**config.mk**
```make
export PLATFORM = sky130hd
export DESIGN_NAME = hsi_rx_ctrl
export DESIGN_NICKNAME = d
export VERILOG_FILES = /design/src/rtl/hsi_rx_pkg.sv /design/src/rtl/hsi_gap_timer.sv /design/src/rtl/hsi_rx_ctrl.sv
export SDC_FILE = /design/constraint.sdc
export NUM_CORES = 1
export LEC_CHECK = 0
export BUFFER_PORTS_ARGS = -buffer_cell sky130_fd_sc_hd__clkbuf_2
export CELL_PAD_IN_SITES_DETAIL_PLACEMENT = 0
export CELL_PAD_IN_SITES_GLOBAL_PLACEMENT = 1
export CORE_MARGIN = 1.5
export CORE_UTILIZATION = 43
export DETAILED_ROUTE_END_ITERATION = 10
export PLACE_DENSITY_LB_ADDON = 0.1
export SYNTH_ARGS = -nofsm -noshare
export SYNTH_HDL_FRONTEND = slang
export SYNTH_HIERARCHICAL = 1
export SYNTH_SLANG_ARGS = --single-unit
export TNS_END_PERCENT = 50
```
**constraint.sdc**
```tcl
create_clock -name clk -period 2.2 [get_ports clk]
set_input_delay 0.44 -clock clk [delete_from_list [all_inputs] [get_ports clk]]
set_output_delay 0.44 -clock clk [all_outputs]
set_load 0.05 [all_outputs]
```
**src/rtl/hsi_rx_pkg.sv**
```systemverilog
// hsi_rx_pkg: shared types and bit positions for the HSI receive controller.
//   rx_state_e   : controller FSM states
//   ERR_*        : bit positions inside the checker's rx_errs vector
//   RC_*         : bit positions inside resp_code
//   mk_resp_code : builds resp_code from the error snapshot and overflow flag
package hsi_rx_pkg;

  typedef enum logic [2:0] {
    ST_IDLE,
    ST_RECV,
    ST_END,
    ST_REPORT,
    ST_HOLD
  } rx_state_e;

  localparam int ERR_W      = 6;
  localparam int ERR_OK     = 0;
  localparam int ERR_MARKER = 1;
  localparam int ERR_FLAG   = 2;
  localparam int ERR_LEN    = 3;
  localparam int ERR_PARITY = 4;
  localparam int ERR_CRC    = 5;

  localparam int RC_OK      = 7;
  localparam int RC_OVF     = 6;
  localparam int RC_ERR_LSB = 0;

  // A message is only reported ok when the checker says ok and it did not
  // overflow; the raw error vector is always carried along.
  function automatic logic [7:0] mk_resp_code(input logic [ERR_W-1:0] errs,
                                              input logic             ovf);
    logic [7:0] c;
    c                     = '0;
    c[RC_OK]              = errs[ERR_OK] & ~ovf;
    c[RC_OVF]             = ovf;
    c[RC_ERR_LSB +: ERR_W] = errs;
    return c;
  endfunction

endpackage

```
**src/rtl/hsi_gap_timer.sv**
```systemverilog
// hsi_gap_timer: idle-gap counter for the receive controller.
//   clk, n_rst : clock, async active-low reset
//   i_load     : a byte arrived, restart the gap from zero
//   i_clr      : not receiving, hold the counter at zero
//   i_inc      : count one idle cycle
//   o_tc       : counter is at GAP_TICKS-1 (gap about to expire)
module hsi_gap_timer #(
  parameter int GAP_TICKS = 64
) (
  input  logic clk,
  input  logic n_rst,
  input  logic i_load,
  input  logic i_clr,
  input  logic i_inc,
  output logic o_tc
);

  localparam int CW = $clog2(GAP_TICKS + 1);

  logic [CW-1:0] r_cnt;

  assign o_tc = (r_cnt == CW'(GAP_TICKS - 1));

  // Parks at terminal count rather than wrapping, so a stalled caller can
  // never see the gap "un-expire".
  always_ff @(posedge clk or negedge n_rst) begin
    if (!n_rst)                r_cnt <= '0;
    else if (i_clr || i_load)  r_cnt <= '0;
    else if (i_inc && !o_tc)   r_cnt <= r_cnt + 1'b1;
  end

endmodule

```
**src/rtl/hsi_rx_ctrl.sv**
```systemverilog
// hsi_rx_ctrl: frames received bytes into messages (idle gap or byte-count
// overflow), hands the checker a message-end pulse, and reports the result
// to the transmitter through a valid/ready handshake followed by a holdoff.
//   clk, n_rst  : clock, async active-low reset
//   d_rdy       : one-cycle byte strobe from the byte receiver
//   rx_errs     : checker error vector, sampled in the rx_msg_end cycle
//   rx_flg      : checker flag byte, sampled in the rx_msg_end cycle
//   rx_en       : byte receiver enable
//   rx_msg_end  : one-cycle message-end pulse to the checker
//   resp_valid  : response available
//   resp_ready  : transmitter accepts the response
//   resp_code   : {ok, overflow, rx_errs}
//   msg_flg     : rx_flg latched at message end
//   bad_cnt     : saturating count of non-ok messages
module hsi_rx_ctrl
  import hsi_rx_pkg::*;
#(
  parameter int GAP_TICKS = 64,
  parameter int MAX_BYTES = 70,
  parameter int HOLDOFF   = 16
) (
  input  logic       clk,
  input  logic       n_rst,
  input  logic       d_rdy,
  input  logic [5:0] rx_errs,
  input  logic [7:0] rx_flg,
  output logic       rx_en,
  output logic       rx_msg_end,
  output logic       resp_valid,
  input  logic       resp_ready,
  output logic [7:0] resp_code,
  output logic [7:0] msg_flg,
  output logic [7:0] bad_cnt
);

  localparam int HW = $clog2(HOLDOFF + 1);

  rx_state_e     r_state, w_next;
  logic [6:0]    r_byte_cnt;
  logic [6:0]    w_cnt_inc;
  logic          r_ovf;
  logic          w_ovf_hit;
  logic [HW-1:0] r_hold_cnt;
  logic          r_rx_en;
  logic [7:0]    r_resp_code;
  logic [7:0]    r_msg_flg;
  logic [7:0]    r_bad_cnt;
  logic [7:0]    w_code;
  logic          w_tc;
  logic          w_tmr_load;
  logic          w_tmr_clr;
  logic          w_tmr_inc;
  logic          w_msg_end;
  logic          w_resp_valid;

  assign w_cnt_inc = r_byte_cnt + 7'd1;
  assign w_code    = mk_resp_code(rx_errs, r_ovf);

  // Timer only runs while a message is open; any accepted byte restarts it.
  assign w_tmr_load = d_rdy && ((r_state == ST_IDLE) || (r_state == ST_RECV));
  assign w_tmr_clr  = (r_state != ST_RECV);
  assign w_tmr_inc  = (r_state == ST_RECV);

  hsi_gap_timer #(.GAP_TICKS(GAP_TICKS)) u_gap (
    .clk    (clk),
    .n_rst  (n_rst),
    .i_load (w_tmr_load),
    .i_clr  (w_tmr_clr),
    .i_inc  (w_tmr_inc),
    .o_tc   (w_tc)
  );

  always_comb begin
    w_next       = r_state;
    w_ovf_hit    = 1'b0;
    w_msg_end    = 1'b0;
    w_resp_valid = 1'b0;
    case (r_state)
      ST_IDLE: begin
        if (d_rdy) w_next = ST_RECV;
      end
      ST_RECV: begin
        // A byte in the terminal-count cycle wins over the gap expiring.
        if (d_rdy) begin
          if (w_cnt_inc == 7'(MAX_BYTES)) begin
            w_next    = ST_END;
            w_ovf_hit = 1'b1;
          end
        end else if (w_tc) begin
          w_next = ST_END;
        end
      end
      ST_END: begin
        w_msg_end = 1'b1;
        w_next    = ST_REPORT;
      end
      ST_REPORT: begin
        w_resp_valid = 1'b1;
        if (resp_ready) w_next = ST_HOLD;
      end
      ST_HOLD: begin
        if (r_hold_cnt == HW'(HOLDOFF - 1)) w_next = ST_IDLE;
      end
      default: w_next = ST_IDLE;
    endcase
  end

  always_ff @(posedge clk or negedge n_rst) begin
    if (!n_rst) begin
      r_state     <= ST_IDLE;
      r_rx_en     <= 1'b0;
      r_byte_cnt  <= '0;
      r_ovf       <= 1'b0;
      r_hold_cnt  <= '0;
      r_resp_code <= '0;
      r_msg_flg   <= '0;
      r_bad_cnt   <= '0;
    end else begin
      r_state <= w_next;
      // Registered from the next state so the enable drops in the same cycle
      // the overflow byte count lands, and rises one clk after reset.
      r_rx_en <= (w_next == ST_IDLE) || (w_next == ST_RECV);

      if (r_state == ST_IDLE && d_rdy)       r_byte_cnt <= 7'd1;
      else if (r_state == ST_RECV && d_rdy)  r_byte_cnt <= w_cnt_inc;
      else if (r_state == ST_HOLD && w_next == ST_IDLE) r_byte_cnt <= '0;

      if (w_ovf_hit)                                  r_ovf <= 1'b1;
      else if (r_state == ST_HOLD && w_next == ST_IDLE) r_ovf <= 1'b0;

      if (r_state == ST_HOLD) r_hold_cnt <= r_hold_cnt + 1'b1;
      else                    r_hold_cnt <= '0;

      if (r_state == ST_END) begin
        r_resp_code <= w_code;
        r_msg_flg   <= rx_flg;
        if (!w_code[RC_OK] && (r_bad_cnt != 8'hFF)) r_bad_cnt <= r_bad_cnt + 8'd1;
      end
    end
  end

  assign rx_en      = r_rx_en;
  assign rx_msg_end = w_msg_end;
  assign resp_valid = w_resp_valid;
  assign resp_code  = r_resp_code;
  assign msg_flg    = r_msg_flg;
  assign bad_cnt    = r_bad_cnt;

endmodule

```
# ---- Word-level counts from Yosys, hierarchy flattened
# Cells that the tools add are included.
dict set report totals {
  reg_bits 48
  out_inout_bits 27
  wordCells 62
  in_bits 18
}
dict set report classes {
  bitwise_logic 2
  n_eq_ne 10
  mux 20
  add_sub_neg 4
  reduce_logical 17
}
# op n
set op_table {}
lappend op_table {{$mux 7} 5}
lappend op_table {{$mux 3} 6}
lappend op_table {{$pmux 3 s5} 1}
lappend op_table {{$add 7x1->7 const B} 2}
lappend op_table {{$add 8x1->8 const B} 1}
lappend op_table {{$ne 8x8->1 const B} 1}
lappend op_table {{$eq 7x6->1 const B} 1}
lappend op_table {{$eq 7x7->1 const B} 1}
lappend op_table {{$mux 1} 7}
lappend op_table {{$eq 3x1->1 const B} 2}
lappend op_table {{$eq 3x2->1 const B} 2}
lappend op_table {{$logic_and 1x1->1} 6}
lappend op_table {{$logic_not 3->1} 2}
lappend op_table {{$add 5x1->5 const B} 1}
lappend op_table {{$eq 5x4->1 const B} 1}
lappend op_table {{$mux 5} 1}
lappend op_table {{$reduce_bool 2->1} 2}
lappend op_table {{$eq 3x3->1 const B} 1}
lappend op_table {{$logic_or 1x1->1} 3}
lappend op_table {{$ne 3x1->1 const B} 1}
lappend op_table {{$reduce_bool 3->1} 1}
lappend op_table {{$logic_not 1->1} 2}
lappend op_table {{$reduce_and 2->1} 1}
lappend op_table {{$and 1x1->1} 1}
lappend op_table {{$not 1->1} 1}

# ---- Logic depth before layout (Yosys ltp)
# Gate-level depths: netlist (run 1).
dict set report depth {
  ltp_word 10
  ltp_mapped 8
  mapped_depth_nobuf 8
}

# ---- Modules after synthesis
# Netlist (run 1), hierarchy kept.
# mod area_per_inst_um2 seq_area_each_um2 n_inst cells_each
set modules_own_cells {}
lappend modules_own_cells {hsi_rx_ctrl 1923.1 1026.0 1 170}
lappend modules_own_cells {hsi_gap_timer 371.6 175.2 1 35}

# ---- Worst setup path after synthesis (run 1)
# Ideal clock, no wire load.
dict set report synth_timing {
  path_kind {reg-to-reg}
  startpoint {reg r_bad_cnt[0], in the netlist bad_cnt[0]}
  endpoint {reg r_bad_cnt[1], in the netlist bad_cnt[1]}
  path_buffers 0
  slack_ps 511
  t_required_ps 2072
  path_stages_with_launch 6
  arrival_time_ps 1562
  period_less_slack_ps 1689
  setup_time_ps 128
  path_cell_list {dfrtp_1 ha_1 nand3_1 nor2_1 nor2_1 mux2_1}
}
dict set report synth_via {
  elab_chain_cells 3
  word_cells_on_any_way 4
  cone_classes {1 x add/sub; 1 x eq/ne; 2 x reduce/logical}
}
# item line_no
set synth_rtl {}
lappend synth_rtl {{from (decl)} hsi_rx_ctrl.sv:47} ;# logic [7:0] r_bad_cnt;
lappend synth_rtl {{from (signal assigned)} hsi_rx_ctrl.sv:137} ;# if (!w_code[RC_OK] && (r_bad_cnt != 8'hFF)) r_bad_cnt <= r_bad_cnt + 8'd1;
lappend synth_rtl {{branches (longest 3 deep; another with $add 8x1->8)} --}
# Parallel ways; which one is timed is not known.
# A chain may end at the register's enable or synchronous reset.

# ---- Worst setup path in the final report (run 1)
dict set report layout_timing {
  startpoint {reg r_state[2]}
  endpoint {out rx_msg_end}
}
dict set report layout_via {
  elab_chain_cells 2
}
# item line_no
set layout_rtl {}
lappend layout_rtl {{from (decl)} hsi_rx_ctrl.sv:38} ;# rx_state_e r_state, w_next;
lappend layout_rtl {{from (signal assigned)} hsi_rx_ctrl.sv:119} ;# r_state <= w_next;
lappend layout_rtl {{$eq 3x2->1} hsi_rx_ctrl.sv:78} ;# case (r_state)
lappend layout_rtl {{$mux 1} hsi_rx_ctrl.sv:78}
lappend layout_rtl {{to (decl)} hsi_rx_ctrl.sv:28} ;# output logic rx_msg_end,
# No other way between the ends.

==> results of run 1 <==
-- synth_stat cells, types with 2 or more instances --
| cell type | n |
|---|---|
| o21ai_0 | 11 |
| and3b_1 | 2 |
| ha_1 | 6 |
| o21ai_1 | 2 |
| and3_1 | 3 |
| and4_2 | 2 |
| nand4_1 | 2 |
| o31ai_1 | 2 |
| nand2b_1 | 4 |
| nand2_1 | 15 |
| and2_1 | 2 |
| mux2_2 | 8 |
| dfrtp_1 | 48 |
| nor2_1 | 16 |
| xor2_1 | 6 |
| nor3_1 | 2 |
| a31oi_1 | 6 |
| mux2_1 | 11 |
| mux2i_1 | 3 |
| a21oi_1 | 3 |
| nand3_1 | 8 |
| and3b_2 | 2 |
| inv_1 | 9 |
| nor3b_1 | 2 |
| nor2b_1 | 3 |
-- layout make-up --
type,count,share of cell area (%)
multi-input combinational,143,37.9
tap,70,3.23
inverter,10,1.38
clock buffer,6,2.68
sequential,48,44.3
clock inverter,2,1.29
timing repair buffer,46,9.23
-- state kept, by name (all words and copies together), names as in the netlist --
| signal | flops |
|---|---|
| msg_flg | 8 |
| u_gap/r_cnt | 7 |
| r_ovf | 1 |
| rx_en | 1 |
| bad_cnt | 8 |
| r_hold_cnt | 5 |
| r_byte_cnt | 7 |
| resp_code | 8 |
| r_state | 3 |
-- kinds of logic (layout without fill, tap and decap cells) --
| family | count (synthesis) | count (layout) | share of synthesized area (%) |
|---|---|---|---|
| and+or+nand+nor | 75 | 75 | 19.1 |
| DFF | 48 | 48 | 52.3 |
| buffers and inverters | 14 | 64 | 2.83 |
| AOI/OAI and AO/OA | 33 | 33 | 9.16 |
| muxes | 22 | 22 | 10.6 |
| adders and majority gates | 6 | 6 | 3.27 |
| xor gates and xnor gates | 7 | 7 | 2.67 |
-- power breakdown --
part / total (mW) / internal, mW / switching, mW
Clock: 0.621 / 0.337 / 0.284
Sequential: 0.979 / 0.918 / 0.0611
Combinational: 0.173 / 0.0814 / 0.0913
-- metal layers --
layer	track usage (%)	share of wire (%)	wire length, um
met1	20.5	49	2050
met2	26.1	46	1920
met3	2.75	3.7	154
met4	6.11	1.6	65
met5	0	0	0
-- how the worst max path moves through the flow --
stage,start,endpoint,slack [ns],depth (start not counted)
after CTS,r_state[2]$_DFF_PN0_,rx_msg_end,0.21,3
after global placement,r_state[2]$_DFF_PN0_,bad_cnt[7]$_DFFE_PN0P_,0.41,5
final,r_state[2]$_DFF_PN0_,rx_msg_end,0.23,3
after detailed placement,r_hold_cnt[0]$_DFF_PN0_,r_byte_cnt[4]$_DFFE_PN0P_,0.40,7
after global routing,r_state[2]$_DFF_PN0_,rx_msg_end,0.12,3
after floorplan,bad_cnt[0]$_DFFE_PN0P_,bad_cnt[1]$_DFFE_PN0P_,0.51,5
-- critical path, delay by kind of cell (launching register included) --
family | cells | cell delay (ns)
DFF | 1 | 0.50
and+or+nand+nor | 1 | 0.25
buffers and inverters | 2 | 0.49
==> results.md, run 1 <==
- Core area: 5140 um2
- RSZ-0062 raised after global routing: no
- Worst Clk Skew: around 0.0057 ns
- R2r worst-path depth: 7
- Fin. Hold Viols: 0
- Wirelength per Cell: 12.9 um
- Die width: 76.1 um
- Post-layout util: 52.8%
- RR Startpoint: r_hold_cnt[0]$_DFF_PN0_
- Ys Warns: 6
- Asr flop ratio synth: 100%
- Leak: roughly 1.4 nW
- Reg2Reg Setup Slack: 0.41 ns
- Crit-path slowest cell: dfrtp_1
- Yosys cell types: 52
- Dpl cell area: 2610 um2
- Crit Path Max Fanout: 19
- Min Hold Slack: 0.230 ns
- Sequential area share after synthesis: between 50% and 60%
- Max Buffers Root-to-Sink: 2
- CTS H-tree lvls: 2
- Setup TNS: 0 ns
- First-pass GRT wire length: 7380 um
- Crit-path max cell delay: 0.50 ns
- DP HPWL: 3040 um
- Post-route ant nets: 0
- Final std cells w/o fill: around 330
- Setup bufs post-CTS: 0
- Area of the multi-input gates: 1030 um2
- GPL Wtd Cong: between 0.7 and 0.8
- HP Class: in -> async
- CTS tree: yes
- Setup ws final: 0.231 ns
- CTS Hold Bufs: 0
- Die Ht: 76.1 um
- Max IR drop VDD: 315 uV
- Post-synth EDFFs: 0
- Critical Path Source Type: register
- Slew Viols, Final: 0
- IO Port Bufs: 44
- Post-route DRC violation count: 0
- DRT iter0 DRCs: 61
- Nets: 278
- Status: complete, no violations
- Post-synth top flop: dfrtp_1
- P&R area growth vs syn: 18.2%
- # fillers: around 510
- Ant. Diodes: 0
- Area share of the largest cell type after synthesis: ~52%
- Initial Util: 44.6%
- Worst Tran Pin Value: 0.607 ns
- FF+latch count, synth: 48
- Vias per cell: roughly 5.1
- Vias: 1651
- Clk root buf: clkbuf_8
- Num ports: 45
- Number of global-route vias before repair: 1634
- Share of layout cells above drive strength 1: 29.0%
- Post-cts sizing count: 0
- Pwr Density: 654 nW/um2
- Initial antenna violation count: 0
- Pre-antenna DRT Iters: 4
- Final WL: 4190 um
- Synthesized area: 2290 um2
- Worst slack at placement: approximately 0.40 ns
- Crit path required time: 1.76 ns
- Largest net degree at the start of global routing: just under 50
- Data arrival, critical path: ~1.5 ns
- Site row count: 26
- Maxcap violations: 0
- Total gr overflow: 0
- Slew HR: 59.5%
- Mapped Avg Cell Area: 11.2 um2
- Critical Path End Type: output pin
- Reg area: 1200 um2
- Most frequent cells in the layout: dfrtp_1, clkbuf_2, nor2_1, nand2_1
- Period utilisation layout: about nine tenths
- Total Power: around 1.8 mW
- CTS sink count: between 40 and 50
- Final Setup Violations: 0
- Period minus WS final: 1.97 ns
- Clock Latency Late Sink: 0.29 ns
- Yosys top cell by area: dfrtp_1
- Gr usage total: 15.7%
- Finished Cell Area: 2710 um2
- Total CTS buffers: 5
- Worst r2r dst: r_byte_cnt[4]$_DFFE_PN0P_
- Commonest non-fill, non-tap cell in the layout: dfrtp_1
- Max Clock Freq: 508 MHz
- Die area: 5780 um2
- Worst-path cell chain: nor3b_2 -> buf_4 -> buf_12
- Placed Cells: 317
- Synthesized net count: 229
- Post-Syn Instances: 205
- Area contributors post-synth: dfrtp_1, mux2_1, mux2_2
- WS Path Type: reg -> out
- Clock transition at path regs: 0.09 ns
Note: power is estimated with default switching activity, not from simulation.
==> run 2, diff against run 1 <==
--- a/config.mk
+++ b/config.mk
@@ -12,6 +12,7 @@
 export CORE_UTILIZATION = 43
 export DETAILED_ROUTE_END_ITERATION = 10
 export PLACE_DENSITY_LB_ADDON = 0.1
+export REMOVE_ABC_BUFFERS = 1
 export SYNTH_ARGS = -nofsm -noshare
 export SYNTH_HDL_FRONTEND = slang
 export SYNTH_HIERARCHICAL = 1
==> run 2 against run 1 <==
Flip-flop and latch count did not move. Clock-buffer cell count unchanged. Fmax is 3.2% lower. Power shrank 4.1%. First-iteration DRC count fell by 43%. Via count barely moved. Clock power is 12% lower. Critical path depth is the same. Worst hold slack lost 0.15 ns. Largest power group unchanged.
==> results.md, run 2 (same netlist as run 1, synthesis figures left out) <==
- GR Util met1: a little over a fifth
- Vias per cell: 5.08
- First-pass GRT wire length: approximately 7400 um
- Pre-antenna DRT Iters: 4
- WS Path Type: reg -> out
- Gr usage total: between 10% and 20%
- Area of the multi-input gates: 1030 um2
- Sw frac: 26.0%
- Critical Path Source Type: register
- HP Class: in -> async
- Period utilisation layout: between 90% and 100%
- DP HPWL: 3110 um
- Site row count: 26
- Ant. Diodes: 0
- Clk root buf: clkbuf_8
- Number of global-route vias before repair: 1598
- Grt met2 use: between 20% and 30%
- Initial Util: 44.6%
- Met3 usage: 2.63%
- Final Setup Violations: 0
- Total Power: about 1.7 mW
- Clock Latency Late Sink: 0.29 ns
- Vias: 1650
- Worst Clk Skew: roughly 0.007 ns
- CTS tree: yes
- Busiest metal layer after global routing: met2
- CTS H-tree lvls: 2
- Critical Path End Type: output pin
- Nets: ~280
- Most frequent cells in the layout: dfrtp_1, clkbuf_2, nor2_1, nand2_1
- Status: complete, no violations
- P&R area growth vs syn: 18.8%
- Num ports: 45
- Comb pwr share: about a tenth
- Slew Viols, Final: 0
- # fillers: 497
- RSZ-0062 raised after global routing: no
- Die Ht: 76.1 um
- Wirelength per Cell: 13.0 um
- Final std cells w/o fill: 325
- Data arrival, critical path: 1.59 ns
- Die width: roughly 76 um
- Total gr overflow: 0
- Period minus WS final: approximately 2 ns
- Commonest non-fill, non-tap cell in the layout: dfrtp_1
- Fin. Hold Viols: 0
- Seq pwr share: 57.5%
- GPL Wtd Cong: 0.754
- Dpl cell area: 2630 um2
- Slew HR: between 60% and 70%
- Total CTS buffers: 5
- Max IR drop VDD: 335 uV
- Die area: around 5800 um2
- Reg area: 1200 um2
- Crit path required time: 1.76 ns
- CTS Hold Bufs: 0
- Final WL: 4220 um
- Max Buffers Root-to-Sink: 2
- CTS sink count: 48
- Setup bufs post-CTS: 0
- Post-route ant nets: 0
- Finished Cell Area: 2730 um2
- Placed Cells: 317
- Pwr Density: just over 600 nW/um2
- NetSw: 0.441 mW
- Pint: 1.26 mW
- Largest net degree at the start of global routing: 32
- Maxcap violations: 0
- Clk pwr share: 32.2%
- Post-cts sizing count: 0
- Reg2Reg Setup Slack: 0.37 ns
- Initial antenna violation count: 0
- Share of layout cells above drive strength 1: between 20 and 30%
- Post-route DRC violation count: 0
- Post-layout util: 53.0%
- Max Clock Freq: 492 MHz
- Core area: 5140 um2
- Leak: 1.37 nW
- Clock transition at path regs: 0.09 ns
- Worst Tran Pin Value: 0.475 ns
- Crit Path Max Fanout: 17
- IO Port Bufs: 44
- DRT iter0 DRCs: 35
[run 2: cell count changes in the layout (fill, tap and decap cells not counted), sizes merged]
cell    previous run  this run
bufinv             1         0
inv               10        11
[run 2: power by group through the flow]
| stage | registers, mW | clock network [mW] | logic [mW] |
|---|---|---|---|
| 3_5_place_dp | 0.994 | 0 | 0.177 |
| 4_1_cts | 0.976 | 0.575 | 0.178 |
| 5_1_grt | 0.982 | 0.613 | 0.203 |
| 3_3_place_gp | 0.994 | 0 | 0.175 |
| 2_1_floorplan | 0.979 | 0 | 0.117 |
| 6_report | 0.978 | 0.547 | 0.175 |
[run 2: stage by stage]
step | hold slack [ns] | setup TNS [ns] | worst slack (ns)
floorplan | 0.144 | -6.64 | -0.657
global placement | 0.423 | 0 | 0.391
detailed placement | 0.418 | 0 | 0.383
CTS | 0.0886 | 0 | 0.152
global route | 0.115 | 0 | 0.0939
finish | 0.0817 | 0 | 0.166
[run 2: worst paths after layout]
check                                             start                        end  depth (start not counted)
worst max-delay path               r_state[0]$_DFF_PN0_                 rx_msg_end                          3
worst min register to register  r_hold_cnt[0]$_DFF_PN0_    r_hold_cnt[0]$_DFF_PN0_                          1
worst min-delay path                              n_rst     msg_flg[0]$_DFFE_PN0P_                          1
max in group asynchronous                         n_rst  r_byte_cnt[4]$_DFFE_PN0P_                          2
min in group clk                             rx_errs[5]   resp_code[5]$_DFFE_PN0P_                          2
worst max register to register     r_state[0]$_DFF_PN0_     bad_cnt[6]$_DFFE_PN0P_                          4
[run 2: cell type report]
| class | count | area share [%] |
|---|---|---|
| multi-input combinational | 143 | 37.7 |
| sequential | 48 | 44.1 |
| tap | 70 | 3.21 |
| clock buffer | 6 | 3.03 |
| clock inverter | 2 | 0.505 |
| timing repair buffer | 46 | 10.1 |
| inverter | 10 | 1.38 |
[run 2: metal layers]
metal	vias up	routed length [um]	part of all wire [%]
met2	30	1950	46
li1	826	-	-
met3	4	141	3.3
met4	0	38	0.90
met1	790	2080	49
met5	-	0	0
[run 2: critical path, stage by stage, from the launching register on]
cell     delay, ns
dfrtp_1       0.48
nor3b_2       0.44
buf_12        0.22
buf_12        0.14
